File: config.mk
export PLATFORM = sky130hd
export DESIGN_NAME = sa_sequencer
export DESIGN_NICKNAME = d
export VERILOG_FILES = /design/src/rtl/sa_sequencer.sv
export SDC_FILE = /design/constraint.sdc
export NUM_CORES = 1
export LEC_CHECK = 0
export BUFFER_PORTS_ARGS = -buffer_cell sky130_fd_sc_hd__clkbuf_2
export CAP_MARGIN = 25
export CORE_UTILIZATION = 46
export DETAILED_ROUTE_END_ITERATION = 10
export GPL_TIMING_DRIVEN = 0
export PLACE_DENSITY = 0.76
export SKIP_LAST_GASP = 1
export SYNTH_ARGS = -nofsm -noshare
export SYNTH_HDL_FRONTEND = slang
export SYNTH_SLANG_ARGS = --single-unit
File: constraint.sdc
create_clock -name clk -period 2.17 [get_ports clk]
set_input_delay 0.3255 -clock clk [delete_from_list [all_inputs] [get_ports clk]]
set_output_delay 0.3255 -clock clk [all_outputs]
set_load 0.01 [all_outputs]
File: src/rtl/sa_sequencer.sv
// ---------------------------------------------------------------------------
// sa_sequencer
//
// Job-level controller for the systolic-array data-loading path. A job is one
// weight preload followed by N feature-tile loads. All of them go through the
// shared single-port RAM. For each tile the sequencer:
//   - steers the RAM port with `mode`,
//   - enables the matching loader,
//   - waits out the array drain,
//   - captures the 2x2 result.
//
// Loader handshake: an enable is a level held high for the whole load state.
// The loader answers with a level `done`. A done input is acted on only while
// the sequencer sits in that loader's own load state. At any other time it is
// ignored.
//
// Ports
//   clk                 sole clock, rising edge
//   rst                 synchronous reset, active low
//   start               job request, sampled only in IDLE
//   cfg_feature_base    first tile base address, sampled with start
//   cfg_tile_cnt        number of tiles (0..15), sampled with start
//   abort               synchronous job cancel (any non-IDLE state)
//   is_WL_done_i        weight preloader done (level)
//   is_FL_done_i        feature loader done (level)
//   c11..c22            systolic array outputs
//   Weight_Preloader_en weight loader enable
//   Feature_Loader_en   feature loader enable
//   feature_baseaddr    current tile base address
//   mode                RAM port select: 0 = weight, 1 = feature
//   result              {c11,c12,c21,c22} of the last captured tile
//   result_valid        one-cycle strobe per captured tile
//   tile_idx            index of the tile held in result
//   busy                job in progress
//   done                one-cycle job-end strobe
//   error               sticky timeout flag, cleared by the next accepted start
//   o_dbg_state         current FSM state, for observation only
// ---------------------------------------------------------------------------
module sa_sequencer #(
  parameter int FEATURE_STRIDE = 9,
  parameter int DRAIN_CYCLES   = 3,   // 1..15
  parameter int TIMEOUT        = 255  // 1..255
) (
  input  logic        clk,
  input  logic        rst,
  input  logic        start,
  input  logic [5:0]  cfg_feature_base,
  input  logic [3:0]  cfg_tile_cnt,
  input  logic        abort,
  input  logic        is_WL_done_i,
  input  logic        is_FL_done_i,
  input  logic [7:0]  c11,
  input  logic [7:0]  c12,
  input  logic [7:0]  c21,
  input  logic [7:0]  c22,
  output logic        Weight_Preloader_en,
  output logic        Feature_Loader_en,
  output logic [5:0]  feature_baseaddr,
  output logic        mode,
  output logic [31:0] result,
  output logic        result_valid,
  output logic [3:0]  tile_idx,
  output logic        busy,
  output logic        done,
  output logic        error,
  output logic [3:0]  o_dbg_state
);

  typedef enum logic [3:0] {
    S_IDLE    = 4'd0,
    S_W_SETUP = 4'd1,
    S_W_LOAD  = 4'd2,
    S_SWITCH  = 4'd3,
    S_F_LOAD  = 4'd4,
    S_DRAIN   = 4'd5,
    S_CAPTURE = 4'd6,
    S_F_GAP   = 4'd7,
    S_FINISH  = 4'd8,
    S_ERROR   = 4'd9
  } state_t;

  // The timeout fires on the last permitted cycle of a load state. As a
  // result, an enable stays high for exactly TIMEOUT cycles before it drops.
  localparam logic [7:0] TMO_LAST   = 8'(TIMEOUT - 1);
  localparam logic [3:0] DRAIN_LAST = 4'(DRAIN_CYCLES - 1);
  localparam logic [5:0] STRIDE     = 6'(FEATURE_STRIDE % 64);

  state_t      r_state;
  state_t      w_next_state;

  // Latched job configuration and per-job counters
  logic [5:0]  r_base;
  logic [3:0]  r_tile_cnt;
  logic [3:0]  r_tile;
  logic [7:0]  r_tmo;
  logic [3:0]  r_drain;

  // Output registers
  logic        r_wl_en;
  logic        r_fl_en;
  logic        r_mode;
  logic [31:0] r_result;
  logic        r_result_valid;
  logic [3:0]  r_tile_idx;
  logic        r_busy;
  logic        r_done;
  logic        r_error;

  // Next values for the output registers, decoded from the next state
  logic        w_wl_en_nxt;
  logic        w_fl_en_nxt;
  logic        w_mode_nxt;
  logic        w_busy_nxt;
  logic        w_done_nxt;
  logic        w_error_nxt;
  logic        w_rv_nxt;

  logic        w_accept;
  logic        w_timeout;
  logic        w_more_tiles;
  logic        w_capture;

  assign w_accept     = (r_state == S_IDLE) && start;
  assign w_timeout    = (r_tmo == TMO_LAST);
  // Compare in 5 bits so that a count of 15 cannot wrap.
  assign w_more_tiles = ({1'b0, r_tile} + 5'd1) < {1'b0, r_tile_cnt};
  // A CAPTURE cycle cut short by abort produces no result.
  assign w_capture    = (r_state == S_CAPTURE) && !abort;

  // -------------------------------------------------------------------------
  // FSM: state register
  // -------------------------------------------------------------------------
  always_ff @(posedge clk) begin
    if (!rst) begin
      r_state <= S_IDLE;
    end else begin
      r_state <= w_next_state;
    end
  end

  // -------------------------------------------------------------------------
  // FSM: next-state logic. Priority is abort > timeout > done input.
  // -------------------------------------------------------------------------
  always_comb begin
    w_next_state = r_state;
    case (r_state)
      S_IDLE: begin
        if (start) begin
          w_next_state = (cfg_tile_cnt == 4'd0) ? S_FINISH : S_W_SETUP;
        end
      end
      S_W_SETUP: w_next_state = S_W_LOAD;
      S_W_LOAD: begin
        if (w_timeout) begin
          w_next_state = S_ERROR;
        end else if (is_WL_done_i) begin
          w_next_state = S_SWITCH;
        end
      end
      // Read-data steering lags mode by one cycle. This state lets the new
      // mode settle before the feature loader starts.
      S_SWITCH: w_next_state = S_F_LOAD;
      S_F_LOAD: begin
        if (w_timeout) begin
          w_next_state = S_ERROR;
        end else if (is_FL_done_i) begin
          w_next_state = S_DRAIN;
        end
      end
      S_DRAIN: begin
        if (r_drain == DRAIN_LAST) begin
          w_next_state = S_CAPTURE;
        end
      end
      S_CAPTURE: w_next_state = w_more_tiles ? S_F_GAP : S_FINISH;
      // One idle cycle so the feature loader can re-arm on the new base.
      S_F_GAP:   w_next_state = S_F_LOAD;
      S_ERROR:   w_next_state = S_FINISH;
      S_FINISH:  w_next_state = S_IDLE;
      default:   w_next_state = S_IDLE;
    endcase
    if (abort && (r_state != S_IDLE)) begin
      w_next_state = S_IDLE;
    end
  end

  // -------------------------------------------------------------------------
  // FSM: output decode. These values are decoded from the next state and
  // registered below, so each registered output matches the state it
  // accompanies.
  // -------------------------------------------------------------------------
  always_comb begin
    w_wl_en_nxt = (w_next_state == S_W_LOAD);
    w_fl_en_nxt = (w_next_state == S_F_LOAD);
    w_busy_nxt  = (w_next_state != S_IDLE) && (w_next_state != S_FINISH);
    w_done_nxt  = (w_next_state == S_FINISH);
    w_rv_nxt    = w_capture;

    // mode changes only on entry to W_SETUP or SWITCH. Both of those states
    // have their enables low. At all other times mode holds its value,
    // including through IDLE.
    w_mode_nxt = r_mode;
    if (w_next_state == S_W_SETUP) begin
      w_mode_nxt = 1'b0;
    end else if (w_next_state == S_SWITCH) begin
      w_mode_nxt = 1'b1;
    end

    w_error_nxt = r_error;
    if (w_accept) begin
      w_error_nxt = 1'b0;
    end
    if (w_next_state == S_ERROR) begin
      w_error_nxt = 1'b1;
    end
  end

  // -------------------------------------------------------------------------
  // Output registers, configuration latch and counters
  // -------------------------------------------------------------------------
  always_ff @(posedge clk) begin
    if (!rst) begin
      r_wl_en        <= 1'b0;
      r_fl_en        <= 1'b0;
      r_mode         <= 1'b0;
      r_result       <= 32'd0;
      r_result_valid <= 1'b0;
      r_tile_idx     <= 4'd0;
      r_busy         <= 1'b0;
      r_done         <= 1'b0;
      r_error        <= 1'b0;
      r_base         <= 6'd0;
      r_tile_cnt     <= 4'd0;
      r_tile         <= 4'd0;
      r_tmo          <= 8'd0;
      r_drain        <= 4'd0;
    end else begin
      r_wl_en        <= w_wl_en_nxt;
      r_fl_en        <= w_fl_en_nxt;
      r_mode         <= w_mode_nxt;
      r_result_valid <= w_rv_nxt;
      r_busy         <= w_busy_nxt;
      r_done         <= w_done_nxt;
      r_error        <= w_error_nxt;

      if (w_accept) begin
        r_base     <= cfg_feature_base;
        r_tile_cnt <= cfg_tile_cnt;
        r_tile     <= 4'd0;
      end else if (w_capture) begin
        r_result   <= {c11, c12, c21, c22};
        r_tile_idx <= r_tile;
        r_tile     <= r_tile + 4'd1;
        r_base     <= r_base + STRIDE;  // 6-bit address wraps naturally
      end

      // Timeout counter: restarts on every state change, which includes
      // each entry to W_LOAD or F_LOAD. It saturates at 255.
      if (w_next_state != r_state) begin
        r_tmo <= 8'd0;
      end else if (r_tmo != 8'hFF) begin
        r_tmo <= r_tmo + 8'd1;
      end

      if ((r_state == S_DRAIN) && (w_next_state == S_DRAIN)) begin
        r_drain <= r_drain + 4'd1;
      end else begin
        r_drain <= 4'd0;
      end
    end
  end

  assign Weight_Preloader_en = r_wl_en;
  assign Feature_Loader_en   = r_fl_en;
  assign feature_baseaddr    = r_base;
  assign mode                = r_mode;
  assign result              = r_result;
  assign result_valid        = r_result_valid;
  assign tile_idx            = r_tile_idx;
  assign busy                = r_busy;
  assign done                = r_done;
  assign error               = r_error;
  assign o_dbg_state         = r_state;

endmodule

# --- Yosys cells after proc, flatten, opt, wreduce, memory -nomap -nowiden ---
# Index checks and enable logic that the tools add are counted.
totals:
  ff_bits: 73
  in_bits: 48
  elab_cells: 75
classes:
  add_sub_neg: 5
  order_cmp: 1
  eq_ne: 20
  n_mux: 14
  bitwise: 2
  reduce_logical: 18
ops:
  columns: ["op", "count"]
  rows:
  - ["two-way mux 4 bit", 9]
  - ["case mux 4 bit (8 select lines)", 1]
  - ["== test 4 x 3 -> 1 bit, second input constant", 6]
  - ["== test 4 x 2 -> 1 bit, second input constant", 5]
  - ["== test 4 bit, second input constant", 3]
  - ["two-way mux 6 bit", 2]
  - ["adder 4 x 1 -> 4 bit, second input constant", 2]
  - ["adder 8 x 1 -> 8 bit, second input constant", 1]
  - ["== test 4 x 1 -> 1 bit, second input constant", 2]
  - ["== test 8 bit, second input constant", 1]
  - ["zero test 4 bit", 2]
  - ["inequality test 8 bit, second input constant", 1]
  - ["nonzero test 4 bit", 2]
  - ["OR reduction 2 bit", 4]
  - ["adder 6 x 4 -> 6 bit, second input constant", 1]
  - ["adder 4 x 1 -> 5 bit, second input constant", 1]
  - ["logical AND 1 bit", 5]
  - ["< comparator 5 x 4 -> 1 bit", 1]
  - ["inequality test 4 bit", 1]
  - ["inequality test 4 bit, second input constant", 1]
  - ["AND reduction 2 bit", 2]
  - ["nonzero test 2 bit", 2]
  - ["two-way mux 1 bit", 2]
  - ["NOT 1 bit", 2]
  - ["zero test 1 bit", 1]

# --- Depth between registers and ports, before layout ---
# Gate-level depths: netlist of run 1.
logic_depth:
  word_depth: 8
  mapped_depth: 9
  mapped_depth_nobuf: 8

# --- Worst setup path before layout of run 1 ---
# Ideal clock, no wire load.
synth_path:
  kind: "register to register"
  start: "register r_tile[0]"
  end: "register r_drain[2]"
  setup_time_ns: 0.064
  arrival_time_ns: 2.198
  slack_ns: -0.092
  path_stages_with_launch: 10
  n_path_buf: 1
  period_less_slack_ns: 2.262
  path_cell_list: "dfxtp_1 -> ha_1 -> ha_1 -> a21boi_0 -> o211ai_1 -> nand4b_1 -> nor2b_1 -> buf_6 -> or4_4 -> nor2_1"
synth_between:
  elab_chain_len: 8
synth_rtl:
  columns: ["element", "line_no", "text"]
  rows:
  - ["from (decl)", "94", "logic [3:0] r_tile;"]
  - ["from (signal assigned)", "253", "r_tile <= r_tile + 4'd1;"]
  - ["adder 4 x 1 -> 5 bit", "126", "assign w_more_tiles = ({1'b0, r_tile} + 5'd1) < {1'b0, r_tile_cnt};"]
  - ["< comparator 5 x 4 -> 1 bit", "126", null]
  - ["two-way mux 4 bit", "175", "S_CAPTURE: w_next_state = w_more_tiles ? S_F_GAP : S_FINISH;"]
  - ["case mux 4 bit (8 select lines)", "146", "case (r_state)"]
  - ["two-way mux 4 bit", "182", "if (abort && (r_state != S_IDLE)) begin"]
  - ["== test 4 x 3 -> 1 bit", "265", "if ((r_state == S_DRAIN) && (w_next_state == S_DRAIN)) begin"]
  - ["logical AND 1 bit", "265", null]
  - ["AND reduction 2 bit (no source line)", null, null]
  - ["to (signal assigned)", "266", "r_drain <= r_drain + 4'd1;"]
  - ["to (decl)", "96", "logic [3:0] r_drain;"]
# No other way between the ends.
# A chain may end at the register's enable or synchronous reset.

# --- Worst setup path after layout of run 1 ---
layout_path:
  start: "register r_tmo[0]"
  end: "register r_tmo[6]"
layout_between:
  elab_chain_len: 6
  word_cells_on_any_way: 9
  cone_classes: "add/sub: 1; eq/ne: 3; mux: 4; reduce/logical: 1"
layout_rtl:
  columns: ["element", "line_no", "text"]
  rows:
  - ["from (decl)", "95", "logic [7:0] r_tmo;"]
  - ["from (signal assigned)", "262", "r_tmo <= r_tmo + 8'd1;"]
  - ["== test 8 bit", "124", "assign w_timeout = (r_tmo == TMO_LAST);"]
  - ["two-way mux 4 bit, on equally long branches", "164, 154", null]
  - ["case mux 4 bit (8 select lines)", "146", null]
  - ["two-way mux 4 bit", "182", null]
  - ["inequality test 4 bit", "259", "if (w_next_state != r_state) begin"]
  - ["OR reduction 2 bit (no source line)", null, null]
# Parallel ways exist; a longest one is shown, timed or not.

==> metrics.md, run 1 <==
| Metric | Value |
|---|---|
| Outcome | finished, violations left |
| Failing checks | setup timing |
| Final ANT Viol Nets | 0 |
| First-pass GRT wire length | 13400 µm |
| Via count | 3191 |
| Largest net degree at the start of global routing | 14 |
| Max cap viols | 0 |
| Initial Util | 0.488 |
| Detail Placement HPWL | 5810 µm |
| Endpoint class of the critical path | flip-flop |
| Worst R2R End | r_tmo[6] |
| Final std cells w/o fill | 591 |
| I/O pins | 101 |
| Critical path launch point type | flip-flop |
| Final wirelength | 8170 µm |
| R2R Setup Slk | -0.005 ns |
| Share of cells above drive strength 1 | 0.305 |
| Slew at the pin closest to its max-slew limit | 0.591 ns |
| P_leak | 1.78 nW |
| Final net count | 566 |
| Drt first pass iters | 4 |
| Clock Latency Late Sink | 0.34 ns |
| Ys Warns | 0 |
| Largest cells by area after synthesis | dfxtp_1, nand2_1, a21oi_1 |
| Commonest non-fill, non-tap cell in the layout | clkbuf_2 |
| Synth top area share | 0.458 |
| Crit path launch | r_tmo[0] |
| Fmax | 0.460 GHz |
| Most frequent cells in the layout | clkbuf_2, nand2_1, dfxtp_1 |
| Syn Area/Cell | 8.17 µm² |
| Die area | 7270 µm² |
| Placed Cells | 567 |
| Mapped Nets | 447 |
| Part of the cycle the worst path needs | 1.00 |
| Area grow syn2layout | 32.3% |
| Port buffer count | 100 |
| Slowest cell on the critical path | dfxtp_2 |
| Sequential area share after synthesis | 0.458 |
| CTS sink cnt | 73 |
| Iteration-0 DRC Markers | 182 |
| Pwr Density | 1040 nW/µm² |
| Worst EP required | 2.45 ns |
| H-tree levels | 3 |
| CTS Buf Count | 9 |
| Final setup fails | 2 |
| Core area | 6530 µm² |
| Synth Flop Type | dfxtp_1 |
| Synth area leader | dfxtp_1 |
| Peak supply drop | 0.466 mV |
| Critical Path AT | 2.45 ns |
| Clock Path Buffers | 2 |
| Die X | 85.3 µm |
| Grt total ovfl | 0 |
| Int Power | 2.92 mW |
| Initial antenna violation count | 0 |
| Fin area | 4220 µm² |
| Synth Instances | 390 |
| RePlAce Congestion | 0.953 |
| Critical path, cell by cell | inv_1, ha_1, and4b_1, a211o_1, a22o_1, a221oi_4, buf_12, nand4_1, nor2_1 |
| Pins Over Slew Limit | 0 |
| Avg Vias per Cell | 5.40 |
| Dpl ws | -0.240 ns |
| Ant diodes | 0 |
| Row count | 29 |
| Seq cells post-synth | 73 |
| Max stage delay on crit path | 0.35 ns |
| Number of distinct library cells after synthesis | 53 |
| Rel. slew slack | 0.602 |
| Post-DP Area | 3800 µm² |
| Mapped Area | 3190 µm² |
| Reg2reg path depth | 9 |
| Final Hold Fails | 0 |
| DRC Markers | 0 |
| Psw | 1.45 mW |
| Crit path kind | flip-flop to flip-flop |
| Max Clock Skew | 0.0105 ns |
| Clk slew on worst S/H paths | 0.08 ns |
| Total GRT Usage | 0.234 |
| Sw frac | 0.331 |
| Post-synth EDFFs | 0 |
| Post-route worst setup slack | -0.00544 ns |
| R2r startpoint | r_tmo[0] |
| TritonCTS clock tree | built |
| Routed len/inst | 13.8 µm |
| Die height | 85.3 µm |
| CTS Root Cell | clkbuf_8 |
| Crit Path Max Fanout | 8 |
| Logic pwr share | 0.338 |
| Post-synthesis async set-or-reset flop share | 0 |
| Vias in the first global route | 3006 |
| Flop pwr share | 0.353 |
| Hold crit path type | input pin to flip-flop |
| Hold Crit Start | c12[2] |
| Fin crit period | 2.18 ns |
| Clock network fraction of total power | 0.309 |
| RSZ-0062 raised after global routing | yes |
| Destination of the critical timing path | r_tmo[6] |
==> worst max-delay path: cells and delay by family, from the launching register on <==
family | cells | cell delay, ns
buffers and inverters | 2 | 0.23
AO/OA/AOI/OAI | 3 | 0.91
adder cells (fa/ha/maj) | 1 | 0.23
flip-flops | 1 | 0.35
AND/OR/NAND/NOR | 3 | 0.38
==> state kept, by name, summed over array words and instances, names as in the netlist, 4 cells and up <==
signal            cells
result               32
r_tmo                 8
feature_baseaddr      6
o_dbg_state           4
r_drain               4
r_tile                4
r_tile_cnt            4
tile_idx              4
==> power groups by stage <==
stage | clock network [mW] | logic [mW] | registers [mW]
after floorplan | 0 | 0.807 | 1.60
after global placement | 0 | 1.16 | 1.57
after detailed placement | 0 | 1.18 | 1.57
after CTS | 1.37 | 1.33 | 1.54
after global routing | 1.44 | 1.59 | 1.56
final | 1.35 | 1.48 | 1.54
==> how the worst min path moves through the flow <==
stage / slack [ns] / cells after the start / to
after CTS: 0.18 / 3 / result[29]
after global placement: 0.44 / 2 / result[29]
after global routing: 0.18 / 3 / result[0]
after detailed placement: 0.45 / 2 / result[26]
final: 0.19 / 3 / result[18]
after floorplan: 0.43 / 1 / r_drain[0]
==> repair_timing <==
item | CTS | global route
hold buffers | 0 | 0
gates resized for setup | 8 | 15
setup endpoints to repair | 15 | 22
pin swaps | 7 | 15
buffers inserted | 6 | 3
==> final cells by class <==
type	instances	area [µm²]
fillers	573	2310
multi-input cells	287	1690
flip-flops and latches	73	1470
repair buffers	109	584
clock buffers	11	153
clock inverters	5	108
well taps	77	96.3
plain buffers	21	88.8
inverters	8	30.0
==> Yosys cell counts, drive strengths merged (8+ instances only) <==
cell type,n
nand2,92
dfxtp,73
a21oi,52
nor2,29
clkbuf,14
o21ai,12
nand3,11
ha,9
nand4,9
buf,8
inv,8
==> cells by family after synthesis <==
family,Yosys count,share of synthesized area
fa+ha+maj,9,0.0353
simple gates,177,0.263
xor+xnor,10,0.0275
buf+inv,30,0.0396
flops,73,0.458
mux,2,0.00628
compound gates,89,0.170
==> stage by stage <==
stage          setup TNS (ns)  total power [mW]  hold slack, ns   util
3_3_place_gp            -2.31              2.72           0.441  0.583
4_1_cts               -0.0567              4.24           0.184  0.636
3_5_place_dp            -2.83              2.76           0.447  0.583
6_report             -0.00937              4.37           0.194  0.646
2_1_floorplan         -0.0816              2.40           0.430      -
5_1_grt                 -1.70              4.59           0.177  0.646
==> metal layers <==
metal / part of all wire / vias to the layer above / GRT usage
met5: 0 / - / 0
met2: 0.46 / 113 / 0.371
met1: 0.44 / 1464 / 0.286
li1: - / 1594 / -
met4: 0.029 / 0 / 0.130
met3: 0.063 / 20 / 0.0652
Power figures use the tool's default switching activity.
==> run 2, diff against run 1 <==
--- a/config.mk
+++ b/config.mk
@@ -11,6 +11,7 @@
 export DETAILED_ROUTE_END_ITERATION = 10
 export GPL_TIMING_DRIVEN = 0
 export PLACE_DENSITY = 0.76
+export RECOVER_POWER = 100
 export SKIP_LAST_GASP = 1
 export SYNTH_ARGS = -nofsm -noshare
 export SYNTH_HDL_FRONTEND = slang
==> run 2 against run 1 <==
Against the previous run: the run still ends with setup timing left; clock-buffer cell count did not move; cell area is 1.7% lower; power decreased by 0.69%; critical endpoint is now error; largest power group unchanged; highest routed layer unchanged.
==> metrics.md, run 2 (synthesized netlist as in run 1, its figures left out) <==
| Metric | Value |
|---|---|
| Via count | 3199 (was 3191) |
| Worst EP required | 2.44 ns (was 2.45 ns) |
| Failing checks | setup timing (unchanged) |
| Slowest cell on the critical path | or4b_1 (was dfxtp_2) |
| P_leak | 1.60 nW (was 1.78 nW) |
| Min Hold Slack | 0.191 ns (was 0.194 ns) |
| Largest net degree at the start of global routing | 14 (unchanged) |
| Destination of the critical timing path | error (was r_tmo[6]) |
| Avg Vias per Cell | 5.41 (was 5.40) |
| Iteration-0 DRC Markers | 196 (was 182) |
| Clock Path Buffers | 2 (unchanged) |
| Endpoint class of the critical path | flip-flop (unchanged) |
| Critical path launch point type | flip-flop (unchanged) |
| Final wirelength | 8180 µm (was 8170 µm) |
| R2r startpoint | o_dbg_state[3] (was r_tmo[0]) |
| First-pass GRT wire length | 13400 µm (unchanged) |
| H-tree levels | 3 (unchanged) |
| Final ANT Viol Nets | 0 (unchanged) |
| Reg2reg path depth | 8 (was 9) |
| Vias in the first global route | 3006 (unchanged) |
| R2R Setup Slk | -0.02 ns (was -0.005 ns) |
| Post-CTS Hold Fix Bufs | 0 (unchanged) |
| Die area | 7270 µm² (unchanged) |
| DRC Markers | 0 (unchanged) |
| Total GRT Usage | 0.234 (unchanged) |
| Filler instances | 605 (was 573) |
| Part of the cycle the worst path needs | 1.01 (was 1.00) |
| Fin crit period | 2.19 ns (was 2.18 ns) |
| Crit path kind | flip-flop to flip-flop (unchanged) |
| Slew at the pin closest to its max-slew limit | 0.611 ns (was 0.591 ns) |
| Drt first pass iters | 4 (unchanged) |
| I/O pins | 101 (unchanged) |
| Critical Path AT | 2.46 ns (was 2.45 ns) |
| CTS sink cnt | 73 (unchanged) |
| Max reg flops | 32 (unchanged) |
| RePlAce Congestion | 0.953 (unchanged) |
| Fmax | 0.456 GHz (was 0.460 GHz) |
| CTS Buf Count | 9 (unchanged) |
| Final setup fails | 4 (was 2) |
| Crit Path Max Fanout | 9 (was 8) |
| CTS Root Cell | clkbuf_8 (unchanged) |
| Core area | 6530 µm² (unchanged) |
| Row count | 29 (unchanged) |
| Dpl ws | -0.240 ns (unchanged) |
| Most frequent cells in the layout | nand2_1, dfxtp_1, clkbuf_1 (was clkbuf_2, nand2_1, dfxtp_1) |
| Max stage delay on crit path | 0.52 ns (was 0.35 ns) |
| Die height | 85.3 µm (unchanged) |
| Commonest non-fill, non-tap cell in the layout | nand2_1 (was clkbuf_2) |
| Outcome | finished, violations left (unchanged) |
| Rel. slew slack | 0.589 (was 0.602) |
| Max cap viols | 0 (unchanged) |
| Max Clock Skew | 0.0100 ns (was 0.0105 ns) |
| Crit path launch | o_dbg_state[3] (was r_tmo[0]) |
| Peak supply drop | 0.463 mV (was 0.466 mV) |
| Post-route worst setup slack | -0.0245 ns (was -0.00544 ns) |
| Critical path, cell by cell | buf_2, nor2_1, or4b_1, o2111ai_2, nor2b_4, buf_6, or3_1, a21oi_1 (was inv_1, ha_1, and4b_1, a211o_1, a22o_1, a221oi_4, buf_12, nand4_1, nor2_1) |
| Hold crit path type | input pin to flip-flop (unchanged) |
| TritonCTS clock tree | built (unchanged) |
| Clk slew on worst S/H paths | 0.08 ns (about the same) |
| Initial antenna violation count | 0 (unchanged) |
| Final net count | 566 (unchanged) |
| Area grow syn2layout | 30.1% (was 32.3%) |
| Grt total ovfl | 0 (unchanged) |
| Initial Util | 0.488 (unchanged) |
| Pwr Density | 1050 nW/µm² (was 1040 nW/µm²) |
| Port buffer count | 100 (unchanged) |
| Worst R2R End | error (was r_tmo[6]) |
| Share of cells above drive strength 1 | 0.198 (was 0.305) |
| Routed len/inst | 13.8 µm (about the same) |
| Detail Placement HPWL | 5810 µm (unchanged) |
| Clock Latency Late Sink | 0.34 ns (about the same) |
| Final Hold Fails | 0 (unchanged) |
| WHS Path Cells | 3 (unchanged) |
| Die X | 85.3 µm (unchanged) |
| Ant diodes | 0 (unchanged) |
| RSZ-0062 raised after global routing | yes (unchanged) |
| Pins Over Slew Limit | 0 (unchanged) |
## run 2: changes by cell type in the layout (fill, tap and decap cells not counted)
cell and change:
clkbuf_1 +53, clkbuf_2 -53, nor2_1 +1, or4b_1 +1, or4b_4 -1, nor2_2 -1
## run 2: worst min-delay path by stage
stage / start / to / slack (ns)
after floorplan: r_drain[0] / r_drain[0] / 0.43
after global placement: result[29] / result[29] / 0.44
after detailed placement: result[26] / result[26] / 0.45
after CTS: c11[5] / result[29] / 0.18
after global routing: c22[0] / result[0] / 0.18
final: c11[5] / result[29] / 0.19
## run 2: stage by stage
stage | std cells | TNS (ns) | util | power, mW | area [µm²]
6_report | 591 | -0.0370 | 0.635 | 4.34 | 4150
5_1_grt | 591 | -3.73 | 0.635 | 4.57 | 4150
4_1_cts | 588 | -0.0567 | 0.636 | 4.24 | 4150
3_5_place_dp | 567 | -2.83 | 0.583 | 2.76 | 3800
3_3_place_gp | 567 | -2.31 | 0.583 | 2.72 | 3800
2_1_floorplan | 390 | -0.0816 | - | 2.40 | 3210
## run 2: final cells by class
class	instances	area, µm²	share of cell area
multi-input cells	287	1680	0.405
flip-flops and latches	73	1470	0.355
repair buffers	109	518	0.125
clock buffers	11	153	0.0368
clock inverters	5	108	0.0260
well taps	77	96.3	0.0232
plain buffers	21	88.8	0.0214
inverters	8	30.0	0.00724
## run 2: critical path: cells and delay by family (launching register included)
kind                   cells  cell delay [ns]
AND/OR/NAND/NOR            4             1.20
flip-flops                 1             0.32
buffers and inverters      2             0.31
AO/OA/AOI/OAI              2             0.29
## run 2: routing by layer
layer	wire length (µm)	global-route usage
met1	3520	0.286
met2	3790	0.371
met3	635	0.0652
met4	220	0.130
met5	0	0
## run 2: repair_timing
action                                  in CTS  in global routing
endpoints found under the setup margin      15                 22
resized for setup                            8                 15
pin swaps                                    7                 15
buffers inserted                             6                  3
## run 2: report_power, final
part	switching, mW	leakage (nW)	internal (mW)
registers	0.0894	0.593	1.45
logic	0.838	0.875	0.610
clock network	0.512	0.129	0.840
==> run 3, diff against run 2 <==
==> constraint.sdc (replaced) <==
create_clock -name clk -period 2.17 [get_ports clk]
set_input_delay 0.3255 -clock clk [delete_from_list [all_inputs] [get_ports clk]]
set_output_delay 0.3255 -clock clk [all_outputs]
set_load 0.05 [all_outputs]
==> run 3 against run 2 <==
Against the previous run: the flow still finishes with violations (setup timing); routed wire length down 0.55%; non-clock buffer count unchanged; sequential share of layout area about the same; cell area about the same; utilization about the same; worst setup slack worse by 0.084 ns; cell count unchanged; register-to-register slack worse by 0.08 ns; power up 3.7%; first-iteration DRC count down 33%; via count down 1.1%; critical path type unchanged; largest power group is now combinational logic; highest routed layer unchanged.
==> metrics.md, run 3 (synthesized netlist as in run 1, its figures left out) <==
| Metric | Value |
|---|---|
| Ant diodes | 0 (unchanged) |
| Initial Util | 0.488 (unchanged) |
| Met1 Resource Use GR | 0.285 (was 0.286) |
| Final setup fails | 14 (was 4) |
| Row count | 29 (unchanged) |
| First-pass GRT wire length | 13400 µm (about the same) |
| RePlAce Congestion | 0.921 (was 0.953) |
| I/O pins | 101 (unchanged) |
| Routed len/inst | 13.8 µm (about the same) |
| Critical path launch point type | flip-flop (unchanged) |
| Vias in the first global route | 3002 (was 3006) |
| Final setup TNS | -0.638 ns (was -0.0370 ns) |
| Filler instances | 595 (was 605) |
| Max Clock Skew | 0.0133 ns (was 0.0100 ns) |
| Initial antenna violation count | 0 (unchanged) |
| Fin crit period | 2.28 ns (was 2.19 ns) |
| WP depth | 9 (was 8) |
| Peak supply drop | 0.506 mV (was 0.463 mV) |
| Critical path, cell by cell | buf_2, nor2_1, or4b_4, o2111ai_2, nor2b_4, buf_4, buf_4, nor4_4, o221a_2 (was buf_2, nor2_1, or4b_1, o2111ai_2, nor2b_4, buf_6, or3_1, a21oi_1) |
| Total GRT Usage | 0.233 (was 0.234) |
| Final wirelength | 8130 µm (was 8180 µm) |
| Post-DP Area | 3810 µm² (was 3800 µm²) |
| Pwr Density | 1090 nW/µm² (was 1050 nW/µm²) |
| Slowest cell on the critical path | or4b_4 (was or4b_1) |
| Final ANT Viol Nets | 0 (unchanged) |
| Final net count | 566 (unchanged) |
| RSZ-0062 raised after global routing | yes (unchanged) |
| Area grow syn2layout | 30.1% (about the same) |
| Die height | 85.3 µm (unchanged) |
| Commonest non-fill, non-tap cell in the layout | nand2_1 (unchanged) |
| Core area | 6530 µm² (unchanged) |
| Buf/Inv on CP | 3 (was 2) |
| Via count | 3164 (was 3199) |
| Clk slew on worst S/H paths | 0.09 ns (was 0.08 ns) |
| Met3 Use GR | 0.0574 (was 0.0652) |
| Slew at the pin closest to its max-slew limit | 0.627 ns (was 0.611 ns) |
| CTS Root Cell | clkbuf_8 (unchanged) |
| Final Hold Fails | 0 (unchanged) |
| CP delay by family, top | simple AND/OR/NAND/NOR gates (unchanged) |
| Drt first pass iters | 5 (was 4) |
| Clock Path Buffers | 2 (unchanged) |
| CTS sink cnt | 73 (unchanged) |
| Crit Path Max Fanout | 9 (unchanged) |
| Clock Latency Late Sink | 0.36 ns (was 0.34 ns) |
| Fmax | 0.439 GHz (was 0.456 GHz) |
| Hold crit path type | input pin to flip-flop (unchanged) |
| P_leak | 1.59 nW (was 1.60 nW) |
| Endpoint class of the critical path | flip-flop (unchanged) |
| Max cap viols | 0 (unchanged) |
| Outcome | finished, violations left (unchanged) |
| M2 GR Usage | 0.384 (was 0.371) |
| Failing checks | setup timing (unchanged) |
| H-tree levels | 3 (unchanged) |
| Gr busiest metal | met2 (unchanged) |
| Most Frequent Cell on Critical Path | buf_4 |
| Part of the cycle the worst path needs | 1.05 (was 1.01) |
| Critical Path AT | 2.58 ns (was 2.46 ns) |
| Post-route worst setup slack | -0.108 ns (was -0.0245 ns) |
| Grt total ovfl | 0 (unchanged) |
| Reg2reg path depth | 9 (was 8) |
| Avg Vias per Cell | 5.35 (was 5.41) |
| Max reg flops | 32 (unchanged) |
| Worst EP required | 2.47 ns (was 2.44 ns) |
| Most frequent cells in the layout | nand2_1, dfxtp_1, clkbuf_1 (unchanged) |
| Rel. slew slack | 0.584 (was 0.589) |
| Post-CTS Hold Fix Bufs | 0 (unchanged) |
| WHS Path Cells | 3 (unchanged) |
| Port buffer count | 100 (unchanged) |
| Fin area | 4150 µm² (about the same) |
| Die area | 7270 µm² (unchanged) |
| Die X | 85.3 µm (unchanged) |
| Share of cells above drive strength 1 | 0.212 (was 0.198) |
| CTS Buf Count | 9 (unchanged) |
| DRC Markers | 0 (unchanged) |
| Largest net degree at the start of global routing | 14 (unchanged) |
| Iteration-0 DRC Markers | 132 (was 196) |
| Max stage delay on crit path | 0.53 ns (was 0.52 ns) |
| Crit path kind | flip-flop to flip-flop (unchanged) |
| Pins Over Slew Limit | 0 (unchanged) |
| Detail Placement HPWL | 5790 µm (was 5810 µm) |
| TritonCTS clock tree | built (unchanged) |
[run 3: metal layers]
layer	share of wire	vias up
li1	-	1591
met2	0.48	108
met1	0.44	1448
met3	0.066	17
met4	0.021	0
met5	0	-
[run 3: path summary, 6_finish.rpt]
kind             startpoint          to  slack (ns)
max          o_dbg_state[3]        mode       -0.11
min                  c11[7]  result[31]        0.18
max reg2reg  o_dbg_state[3]        mode       -0.11
min reg2reg      result[23]  result[23]        0.46
[run 3: final cells by class]
| type | instances | area [µm²] | share of cell area |
|---|---|---|---|
| flip-flops and latches | 73 | 1470 | 0.355 |
| clock buffers | 10 | 138 | 0.0332 |
| multi-input cells | 287 | 1700 | 0.411 |
| inverters | 8 | 30.0 | 0.00724 |
| repair buffers | 109 | 505 | 0.122 |
| well taps | 77 | 96.3 | 0.0232 |
| clock inverters | 6 | 113 | 0.0271 |
| plain buffers | 21 | 88.8 | 0.0214 |
[run 3: stage by stage]
step	std cells	hold slack (ns)	util	setup slack (ns)	total power [mW]
global placement	567	0.442	0.583	-0.211	2.97
finish	591	0.177	0.635	-0.108	4.50
CTS	588	0.177	0.636	-0.0893	4.44
global route	591	0.179	0.635	-0.232	4.74
floorplan	390	0.430	-	-0.0204	2.65
detailed placement	567	0.447	0.583	-0.230	3.00
[run 3: where the power goes]
group	switching (mW)	internal, mW	leakage (nW)	total (mW)
Clock	0.523	0.801	0.127	1.32
Combinational	1.07	0.560	0.873	1.63
Sequential	0.0899	1.46	0.594	1.55
[run 3: what timing repair did]
item / 4_1_cts / 5_1_grt
setup endpoints to repair: 14 / 23
buffers inserted: 6 / 3
gates cloned: 0 / 0
pin swaps: 7 / 9
resized for setup: 11 / 15
[run 3: worst min-delay path: stages]
cell	delay [ns]
clkbuf_2	0.08
nand2_1	0.04
a21oi_1	0.05
